<file path="src/rtl/dino_pkg.sv">
// Shared Dino-game definitions: FSM state encoding, screen geometry, obstacle
// scheduling constants and the gap-reload helper. Imported by the game
// controller, the renderer and obstacle_sched.
// No ports (package).
package dino_pkg;

  typedef enum logic [1:0] {
    StIdle   = 2'd0,
    StRun    = 2'd1,
    StFrozen = 2'd2
  } state_e;

  localparam int unsigned PosWDef    = 9;
  localparam logic [8:0]  ScreenW    = 9'd480;
  localparam logic [8:0]  SpawnXDef  = 9'd479;
  localparam logic [8:0]  DinoXDef   = 9'd400;
  localparam logic [8:0]  HitLoDef   = 9'd401;
  localparam logic [8:0]  HitHiDef   = 9'd469;
  localparam logic [7:0]  MinGapDef  = 8'd120;
  localparam logic [15:0] SeedDef    = 16'hACE1;

  // Next spawn distance: MIN_GAP + 7 random bits - 16*level, never below MIN_GAP/2.
  function automatic logic [8:0] gap_reload(input logic [7:0] min_gap,
                                            input logic [6:0] rnd,
                                            input logic [1:0] level);
    logic [8:0] sum;
    logic [8:0] floor_v;
    sum     = {1'b0, min_gap} + {2'b00, rnd} - {3'b000, level, 4'b0000};
    floor_v = {2'b00, min_gap[7:1]};
    return (sum < floor_v) ? floor_v : sum;
  endfunction

endpackage

</file>
<file path="src/rtl/lfsr16.sv">
// 16-bit Fibonacci LFSR (taps 16,14,13,11), advancing every cycle it is not
// held in reset.
// Ports: i_clk clock, i_clr sync active-high reset (loads i_seed),
//        i_seed reset value (must be non-zero), o_q current register value.
module lfsr16 (
  input  logic        i_clk,
  input  logic        i_clr,
  input  logic [15:0] i_seed,
  output logic [15:0] o_q
);

  logic [15:0] r_q;
  logic        w_fb;

  assign w_fb = r_q[15] ^ r_q[13] ^ r_q[12] ^ r_q[10];

  always_ff @(posedge i_clk) begin
    if (i_clr) begin
      r_q <= i_seed;
    end else begin
      r_q <= {r_q[14:0], w_fb};
    end
  end

  assign o_q = r_q;

endmodule

</file>
<file path="src/rtl/obstacle_sched.sv">
// Obstacle scheduler for the Dino game. Holds N_SLOTS obstacle slots, spawns
// them at the right edge after LFSR-randomised gaps, scrolls them left by
// 1+level pixels per frame tick while running, and retires them at x=0.
// Ports:
//   i_clk, i_clr         clock, synchronous active-high reset
//   i_run, i_freeze      game-controller run / game-over freeze
//   i_level              speed level 0..3
//   i_frame_tick         one-cycle scroll strobe
//   o_obs_valid/pos/kind per-slot live flag, x position (slot 0 in LSBs), tree size
//   o_hit_zone           a live slot sits strictly inside the collision window
//   o_pass_pulse         one cycle: an obstacle crossed the dino line
//   o_spawn_pulse        one cycle: a slot was loaded
module obstacle_sched
  import dino_pkg::*;
#(
  parameter int unsigned      N_SLOTS = 4,
  parameter int unsigned      POS_W   = PosWDef,
  parameter logic [POS_W-1:0] SPAWN_X = POS_W'(SpawnXDef),
  parameter logic [POS_W-1:0] DINO_X  = POS_W'(DinoXDef),
  parameter logic [POS_W-1:0] HIT_LO  = POS_W'(HitLoDef),
  parameter logic [POS_W-1:0] HIT_HI  = POS_W'(HitHiDef),
  parameter logic [7:0]       MIN_GAP = MinGapDef,
  parameter logic [15:0]      SEED    = SeedDef
) (
  input  logic                     i_clk,
  input  logic                     i_clr,
  input  logic                     i_run,
  input  logic                     i_freeze,
  input  logic [1:0]               i_level,
  input  logic                     i_frame_tick,
  output logic [N_SLOTS-1:0]       o_obs_valid,
  output logic [N_SLOTS*POS_W-1:0] o_obs_pos,
  output logic [N_SLOTS-1:0]       o_obs_kind,
  output logic                     o_hit_zone,
  output logic                     o_pass_pulse,
  output logic                     o_spawn_pulse
);

  state_e             r_state, w_state_next;
  logic [N_SLOTS-1:0] r_valid, w_valid_next;
  logic [N_SLOTS-1:0] r_kind, w_kind_next;
  logic [POS_W-1:0]   r_pos [N_SLOTS];
  logic [POS_W-1:0]   w_pos_next [N_SLOTS];
  logic [8:0]         r_gap, w_gap_next;
  logic               r_hit, w_hit_next;
  logic               r_pass, w_pass_next;
  logic               r_spawn, w_spawn_next;

  logic [15:0]        w_lfsr;
  logic [2:0]         w_step;
  logic               w_scroll;
  logic [N_SLOTS-1:0] w_free_oh;
  logic [8:0]         w_gap_dec;
  logic               w_spawn_go;
  logic               w_hit_now;
  logic               w_unused_lfsr;

  lfsr16 u_lfsr (
    .i_clk  (i_clk),
    .i_clr  (i_clr),
    .i_seed (SEED),
    .o_q    (w_lfsr)
  );

  assign w_unused_lfsr = ^w_lfsr[15:8];

  // FSM next state
  always_comb begin
    w_state_next = r_state;
    unique case (r_state)
      StIdle:   if (i_run && !i_freeze) w_state_next = StRun;
      StRun: begin
        if (i_freeze)    w_state_next = StFrozen;
        else if (!i_run) w_state_next = StIdle;
      end
      StFrozen: if (!i_run && !i_freeze) w_state_next = StIdle;
      default:  w_state_next = StIdle;
    endcase
  end

  assign w_step   = {1'b0, i_level} + 3'd1;
  assign w_scroll = (r_state == StRun) && i_frame_tick;

  // Lowest clear bit of r_valid as one-hot; zero when every slot is live.
  assign w_free_oh = ~r_valid & (r_valid + N_SLOTS'(1));

  assign w_gap_dec = (r_gap > 9'(w_step)) ? (r_gap - 9'(w_step)) : 9'd0;

  // Spawn when this step drains the gap (or it was already drained and pending).
  assign w_spawn_go = w_scroll && (w_gap_dec == 9'd0) && (|w_free_oh);

  always_comb begin
    w_hit_now = 1'b0;
    for (int i = 0; i < N_SLOTS; i++) begin
      if (r_valid[i] && (r_pos[i] > HIT_LO) && (r_pos[i] < HIT_HI)) w_hit_now = 1'b1;
    end
  end

  // Slot array next state
  always_comb begin
    logic [POS_W-1:0] new_pos;
    w_valid_next = r_valid;
    w_kind_next  = r_kind;
    w_pos_next   = r_pos;
    w_gap_next   = r_gap;
    w_pass_next  = 1'b0;
    w_spawn_next = 1'b0;
    w_hit_next   = (r_state == StFrozen) ? r_hit : w_hit_now;
    new_pos      = '0;

    if (w_state_next == StIdle) begin
      w_valid_next = '0;
      w_kind_next  = '0;
      for (int i = 0; i < N_SLOTS; i++) w_pos_next[i] = '0;
      w_gap_next   = {1'b0, MIN_GAP};
      w_hit_next   = 1'b0;
    end else if (w_scroll) begin
      w_gap_next = w_gap_dec;
      for (int i = 0; i < N_SLOTS; i++) begin
        if (r_valid[i]) begin
          if (r_pos[i] < POS_W'(w_step)) begin
            w_valid_next[i] = 1'b0;
            w_pos_next[i]   = '0;
          end else begin
            new_pos       = r_pos[i] - POS_W'(w_step);
            w_pos_next[i] = new_pos;
            if ((r_pos[i] >= DINO_X) && (new_pos < DINO_X)) w_pass_next = 1'b1;
          end
        end
      end
      if (w_spawn_go) begin
        for (int i = 0; i < N_SLOTS; i++) begin
          if (w_free_oh[i]) begin
            w_valid_next[i] = 1'b1;
            w_pos_next[i]   = SPAWN_X;
            w_kind_next[i]  = w_lfsr[0];
          end
        end
        w_gap_next   = gap_reload(MIN_GAP, w_lfsr[7:1], i_level);
        w_spawn_next = 1'b1;
      end
    end
  end

  always_ff @(posedge i_clk) begin
    if (i_clr) begin
      r_state <= StIdle;
      r_valid <= '0;
      r_kind  <= '0;
      for (int i = 0; i < N_SLOTS; i++) r_pos[i] <= '0;
      r_gap   <= {1'b0, MIN_GAP};
      r_hit   <= 1'b0;
      r_pass  <= 1'b0;
      r_spawn <= 1'b0;
    end else begin
      r_state <= w_state_next;
      r_valid <= w_valid_next;
      r_kind  <= w_kind_next;
      for (int i = 0; i < N_SLOTS; i++) r_pos[i] <= w_pos_next[i];
      r_gap   <= w_gap_next;
      r_hit   <= w_hit_next;
      r_pass  <= w_pass_next;
      r_spawn <= w_spawn_next;
    end
  end

  for (genvar g = 0; g < N_SLOTS; g++) begin : g_pos
    assign o_obs_pos[g*POS_W +: POS_W] = r_pos[g];
  end

  assign o_obs_valid   = r_valid;
  assign o_obs_kind    = r_kind;
  assign o_hit_zone    = r_hit;
  assign o_pass_pulse  = r_pass;
  assign o_spawn_pulse = r_spawn;

endmodule

</file>
<file path="config.mk">
export PLATFORM = sky130hd
export DESIGN_NAME = obstacle_sched
export DESIGN_NICKNAME = d
export VERILOG_FILES = /design/src/rtl/dino_pkg.sv /design/src/rtl/lfsr16.sv /design/src/rtl/obstacle_sched.sv
export SDC_FILE = /design/constraint.sdc
export NUM_CORES = 1
export LEC_CHECK = 0
export BUFFER_PORTS_ARGS = -buffer_cell sky130_fd_sc_hd__buf_2
export CORE_MARGIN = 3
export CORE_UTILIZATION = 45
export CTS_BUF_LIST = sky130_fd_sc_hd__clkbuf_2 sky130_fd_sc_hd__clkbuf_4 sky130_fd_sc_hd__clkbuf_8
export DETAILED_ROUTE_END_ITERATION = 7
export PLACE_DENSITY = 0.75
export SETUP_SLACK_MARGIN = 0.15
export SYNTH_ARGS = -nofsm -noshare
export SYNTH_HDL_FRONTEND = slang
export SYNTH_SLANG_ARGS = --single-unit
</file>
<file path="constraint.sdc">
create_clock -name i_clk -period 3.4 [get_ports i_clk]
set_clock_uncertainty 0.2 [all_clocks]
set_input_delay 0.34 -clock i_clk [delete_from_list [all_inputs] [get_ports i_clk]]
set_output_delay 0.34 -clock i_clk [all_outputs]
set_load 0.01 [all_outputs]
</file>
# Word level (Yosys, flattened, before mapping)
# Index checks and enable logic that the tools add are counted.
dict set report word_totals {
  ram_bits 0
  regBits 74
  latch_bits 0
  n_memories 0
  rom_bits 0
  out_inout_bits 47
}
dict set report op_classes {
  muxes 51
  multipliers 0
  n_lt_le_gt_ge 22
  shift 0
  eq_ne 2
  bitwise 6
  div 0
  n_reduce_logical 29
  n_addsub 9
}
# op n
set ops {}
lappend ops {{$mux 9} 15}
lappend ops {{$lt 9x9->1 const B} 8}
lappend ops {{$sub 9x3->9} 5}
lappend ops {{$ge 9x9->1 const B} 4}
lappend ops {{$gt 9x9->1 const B} 4}
lappend ops {{$lt 9x3->1} 4}
lappend ops {{$mux 36} 1}
lappend ops {{$mux 1} 29}
lappend ops {{$logic_and 1x1->1} 17}
lappend ops {{$reduce_and 3->1} 4}
lappend ops {{$gt 9x3->1} 1}
lappend ops {{$logic_not 9->1} 1}
lappend ops {{$lt 9x6->1 const B} 1}
lappend ops {{$sub 8x6->9} 1}
lappend ops {{$add 7x7->8 const A} 1}
lappend ops {{$mux 2} 4}
lappend ops {{$pmux 2 s3} 1}
lappend ops {{$add 4x1->4 const B} 1}
lappend ops {{$and 4x4->4} 1}
lappend ops {{$logic_not 2->1} 2}
lappend ops {{$mux 4} 1}
lappend ops {{$not 4->4} 1}
lappend ops {{$reduce_or 4->1} 1}
lappend ops {{$add 2x1->3 const B} 1}
lappend ops {{7 further kinds} 10}

# Depth between registers and ports, before layout
dict set report depth {
  word_depth 16
  mapped_depth 12
}

# Cells and area by module
# From an unflattened synthesis, not the netlist that was laid out.
dict set report unflattened {
  cells_unflattened 600
  area_unflattened_um2 4864.7
}
# mod cells_per_inst area_each_um2 instances
set by_module_without_submodules {}
lappend by_module_without_submodules {obstacle_sched 562 4279.1 1}
lappend by_module_without_submodules {lfsr16 38 585.6 1}

# Worst setup path after synthesis
# Ideal clock, no wire load.
dict set report synth_path {
  path_kind {input port to flip-flop}
  from {input i_level[0]}
  to {register r_pos (netlist bit o_obs_pos[14])}
  required_time_ps 3084
  n_path_buf 2
  setup_slack_ps 290
  t_arrival_ps 2795
  cell_stages 12
  cell_sequence {ha_1 -> buf_2 -> nor2b_1 -> nor2_1 -> ha_1 -> a211o_1 -> o21ai_0 -> o2111ai_1 -> o21a_4 -> or3_1 -> clkbuf_1 -> and3_1}
}
dict set report synth_between {
  elab_chain_len 7
  word_cells_on_any_way 13
  classes_between {add/sub: 3; order compare: 2; mux: 5; reduce/logical: 3}
}
# item line
set synth_lines {}
lappend synth_lines {{start, declared} obstacle_sched.sv:29} ;# input logic [1:0] i_level,
lappend synth_lines {{$add 2x1->3 (*)} obstacle_sched.sv:81} ;# assign w_step = {1'b0, i_level} + 3'd1;
lappend synth_lines {{$sub 9x3->9 / $gt 9x3->1 (equally long branches)} obstacle_sched.sv:87} ;# assign w_gap_dec = (r_gap > 9'(w_step)) ? (r_gap - 9'(w_step)) : 9'd0;
lappend synth_lines {{$mux 9} obstacle_sched.sv:87}
lappend synth_lines {{$logic_not 9->1} obstacle_sched.sv:90} ;# assign w_spawn_go = w_scroll && (w_gap_dec == 9'd0) && (|w_free_oh);
lappend synth_lines {{$logic_and 1x1->1 (2 in a row)} obstacle_sched.sv:90}
lappend synth_lines {{$mux 36 (*)} obstacle_sched.sv:131} ;# if (w_spawn_go) begin
lappend synth_lines {{end, declared} obstacle_sched.sv:42} ;# logic [POS_W-1:0] r_pos [N_SLOTS];
# Mark *: on every way between the ends. The rest lies on a longest branch, timed or not.
# A chain may end at the register's enable or synchronous reset.

# Worst setup path in the final report
dict set report layout_path {
  from {input i_level[0]}
  to {register r_pos (netlist bit o_obs_pos[31])}
}
# Same word-level chain as after synthesis.

==> key figures <==
Synth
  – Count of synthesis-stage warnings from yosys: 0
  – Number of flops mapped to enable cells by yosys: 0
  – Leading register cell type out of synthesis: dfxtp_1
  – Cells after synthesis: around 620
  – Post-synthesis async set-or-reset flop share: 0%
  – Xor and xnor fraction of the mapped netlist area: slightly below 3%
  – Avg Synthesized Cell Area: between 7 and 8 um2
  – Leading cell types by count after synthesis: dfxtp_1 (74), o21ai_0 (58), nor2_1 (56)
  – Adder-Cell Fraction of Synth Area: ~6%
  – Dominant cells by area after synthesis: dfxtp_1 (31%), o21ai_0 (6.1%), ha_1 (6.0%)
  – Cell type with the highest aggregate area in the netlist: dfxtp_1
  – Area fraction in compound gates after synthesis: between 20% and 30%
  – Fraction of the mapped netlist area in simple logic gates: 25.71%
  – Fraction of the yosys area taken by sequential cells: between 30% and 40%
  – Count leader, synth: dfxtp_1
  – Count of distinct cell types in the synthesized netlist: between 60 and 70
  – Area of the mapped netlist: 0.004785 mm2
  – Share of the synthesized area in the top cell type: a little over 30%
  – Combinational family with the most area after synthesis: compound AO/OA/AOI/OAI gates
  – Yosys reg bits: 74
  – Multiplexer area fraction after synthesis: under 10%
  – Synthesized Nets: between 600 and 700

Route
  – Number of DRC violations after detailed routing: 0
  – Total detailed-routing wirelength: between 10 and 15 mm
  – Overall via count from detail_route: about 4.8k
  – Initial DRT Pass Iterations: 5
  – Post-route ant nets: 0
  – Count of routing violations after the opening detailed-route iteration: 433
  – Routed via count divided by cell count: between 6 and 7
  – Post-DR wirelength/cell: between 15 and 20 um

Min path
  – Worst min-delay path endpoint: r_state[0]
  – Hold Crit Class: input pin to flop
  – Hold Path Stages: 2
  – Hold path startpoint: i_run

Critical path
  – Endpoint of the lowest-slack register-to-register path: r_gap[0]
  – Setup Crit Path Kind: input pin to flop
  – Worst r2r src: u_lfsr.o_q[2]
  – Maximum net fanout on the critical path: 8
  – Worst EP arrival: between 2 and 3 ns
  – Flop-to-flop setup slack: 0.50 ns
  – Worst path required time: between 3 and 4 ns
  – R2R depth: 8
  – Critical path capture point type: flop
  – Startpoint class of the critical path: input pin

Cells and area
  – Antenna cell count: 0
  – Net total in the final layout: 696
  – Area added between synthesis and finish: 12.60%
  – Final Util: a little over half
  – Fraction of layout instances using a drive strength above 1: approximately 16%

STA
  – Peak Freq: between 300 and 400 MHz
  – RSZ-0062 raised after global routing: no
  – Headroom to the max-slew limit: a little over three fifths
  – Final setup violation count: 0
  – Hold slack: ~0.046 ns
  – Slew of the pin with the lowest slew margin: 0.5450 ns
  – Final Max Tran Viols: 0
  – Setup TNS Final: 0 ns
  – Number of endpoints with negative hold slack in the final report: 0
  – Period utilisation layout: 86.35%
  – Final critical-path required period: 2.936 ns

GRT
  – Global-route wire length before repair: 22.31 mm
  – Maximum number of pins on one net before global-route repair: 37
  – Total global routing overflow: 0
  – GRT Overall Usage: 23.76%
  – Vias in the first global route: 4510
  – Antenna violations before repair: 0

Job
  – Max-capacitance violation count: 0

Floorplanning
  – Number of I/O pins: 54
  – Core Region: 0.01032 mm2
  – Horiz. Die Dim: between 100 and 150 um
  – Die area: roughly 0.012 mm2
  – Site row count: 37
  – Starting density of the core: between 40 and 50%
  – Die boundary height: approximately 110 um

Pwr
  – Power density of the placed cells: roughly 330 mW/mm2
  – Leakage dissipation: about 0.0021 uW
  – Maximum vdd ir drop: 259.5 uV

CTS
  – Quantity of hold-fixing buffers added after cts: 1
  – Resized cells post-CTS: 0
  – Later-pin clock latency in the skew report: 0.38 ns
  – Buffers inserted by post-CTS timing repair: 0
  – Clk sink count: 74
  – Maximum clock path buffer count: 2
  – Root buffer cell: clkbuf_8
  – TritonCTS clock tree: yes
  – CTS clock-pin slew for the worst setup and hold paths: approximately 0.080 ns
  – Maximum level of the CTS H-tree: 3
  – Number of buffers created by CTS: 9

Place
  – Buffers on Ports: between 50 and 60
  – Global placer's final weighted congestion: slightly above 0.9
  – Sum of net half-perimeters after detailed placement: between 9 and 10 mm

Outcome
  – Outcome: finished clean
## report_power, final
group | total (uW) | leakage, uW | switching [uW] | internal [uW]
Combinational | 259 | 0.00139 | 159 | 99.2
Sequential | 899 | 0.000601 | 15.4 | 883
Clock | 640 | 0.0000783 | 372 | 268
## cell usage in the layout (no fill, tap or decap), drive strengths merged, types with 15 or more instances in the layout
master  count
ha         23
a21oi      40
dfxtp      74
inv        33
or3        15
o21ai      68
nor3       17
nand2      39
buf        69
nor2       56
nand3      19
nor2b      17
a31oi      27
## how the worst max path moves through the flow
stage | startpoint | end | slack (ns) | depth (start not counted)
floorplan | i_level[0] | o_obs_pos[14] | 0.29 | 12
global placement | i_level[0] | o_obs_pos[31] | 0.18 | 11
detailed placement | i_level[0] | o_obs_pos[14] | 0.08 | 11
CTS | i_level[0] | o_obs_pos[31] | 0.49 | 11
global route | i_level[0] | o_obs_pos[27] | 0.24 | 11
finish | i_level[0] | o_obs_pos[31] | 0.46 | 11
## critical path: stages
cell and delay [ns]:
buf_2 0.12, ha_1 0.36, nor2b_1 0.22, nor2_1 0.08, ha_1 0.23, a211o_1 0.32, or3_1 0.35, o2111ai_1 0.18
o21ai_2 0.20, a41oi_2 0.44, a31oi_1 0.14
## area by class of cell
type                    instances  area (um2)
fillers                       985        4936
flip-flops and latches         74        1481
clock inverters                 7       52.55
clock buffers                   9       123.9
multi-input cells             480        3048
well taps                     136       170.2
repair buffers                 70       395.4
inverters                      31       116.4
## through the flow
stage                     cells  area (um2)  total power [uW]  worst slack, ns
after floorplan             619        4785              1104           0.2897
after global placement      790        5201              1165           0.1759
after detailed placement    790        5201              1175          0.08450
after CTS                   807        5388              1807           0.4950
after global routing        807        5388              1872           0.2353
final                       807        5388              1798           0.4642
## state kept, by name (all words and copies together), names as in the netlist, 2 cells and up
name	flops
o_obs_pos	36
u_lfsr.o_q	16
r_gap	9
o_obs_kind	4
o_obs_valid	4
r_state	2
## layer usage
metal  up-vias  global-route usage [%]  part of all wire [%]
li1       2379                       -                     -
met4         0                   8.747                   2.2
met1      2286                   31.28                    43
met3        23                   4.677                   6.7
met2       157                   38.46                    48
met5         -                       0                     0
## logic make-up (layout without fill, tap and decap cells)
logic type	count (synthesis)	in the layout
and+or+nand+nor	229	229
AOI/OAI and AO/OA	203	203
DFF	74	74
buffers and inverters	65	117
adders and majority gates	23	23
xor gates and xnor gates	16	16
muxes	9	9
Power figures use the tool's default switching activity.
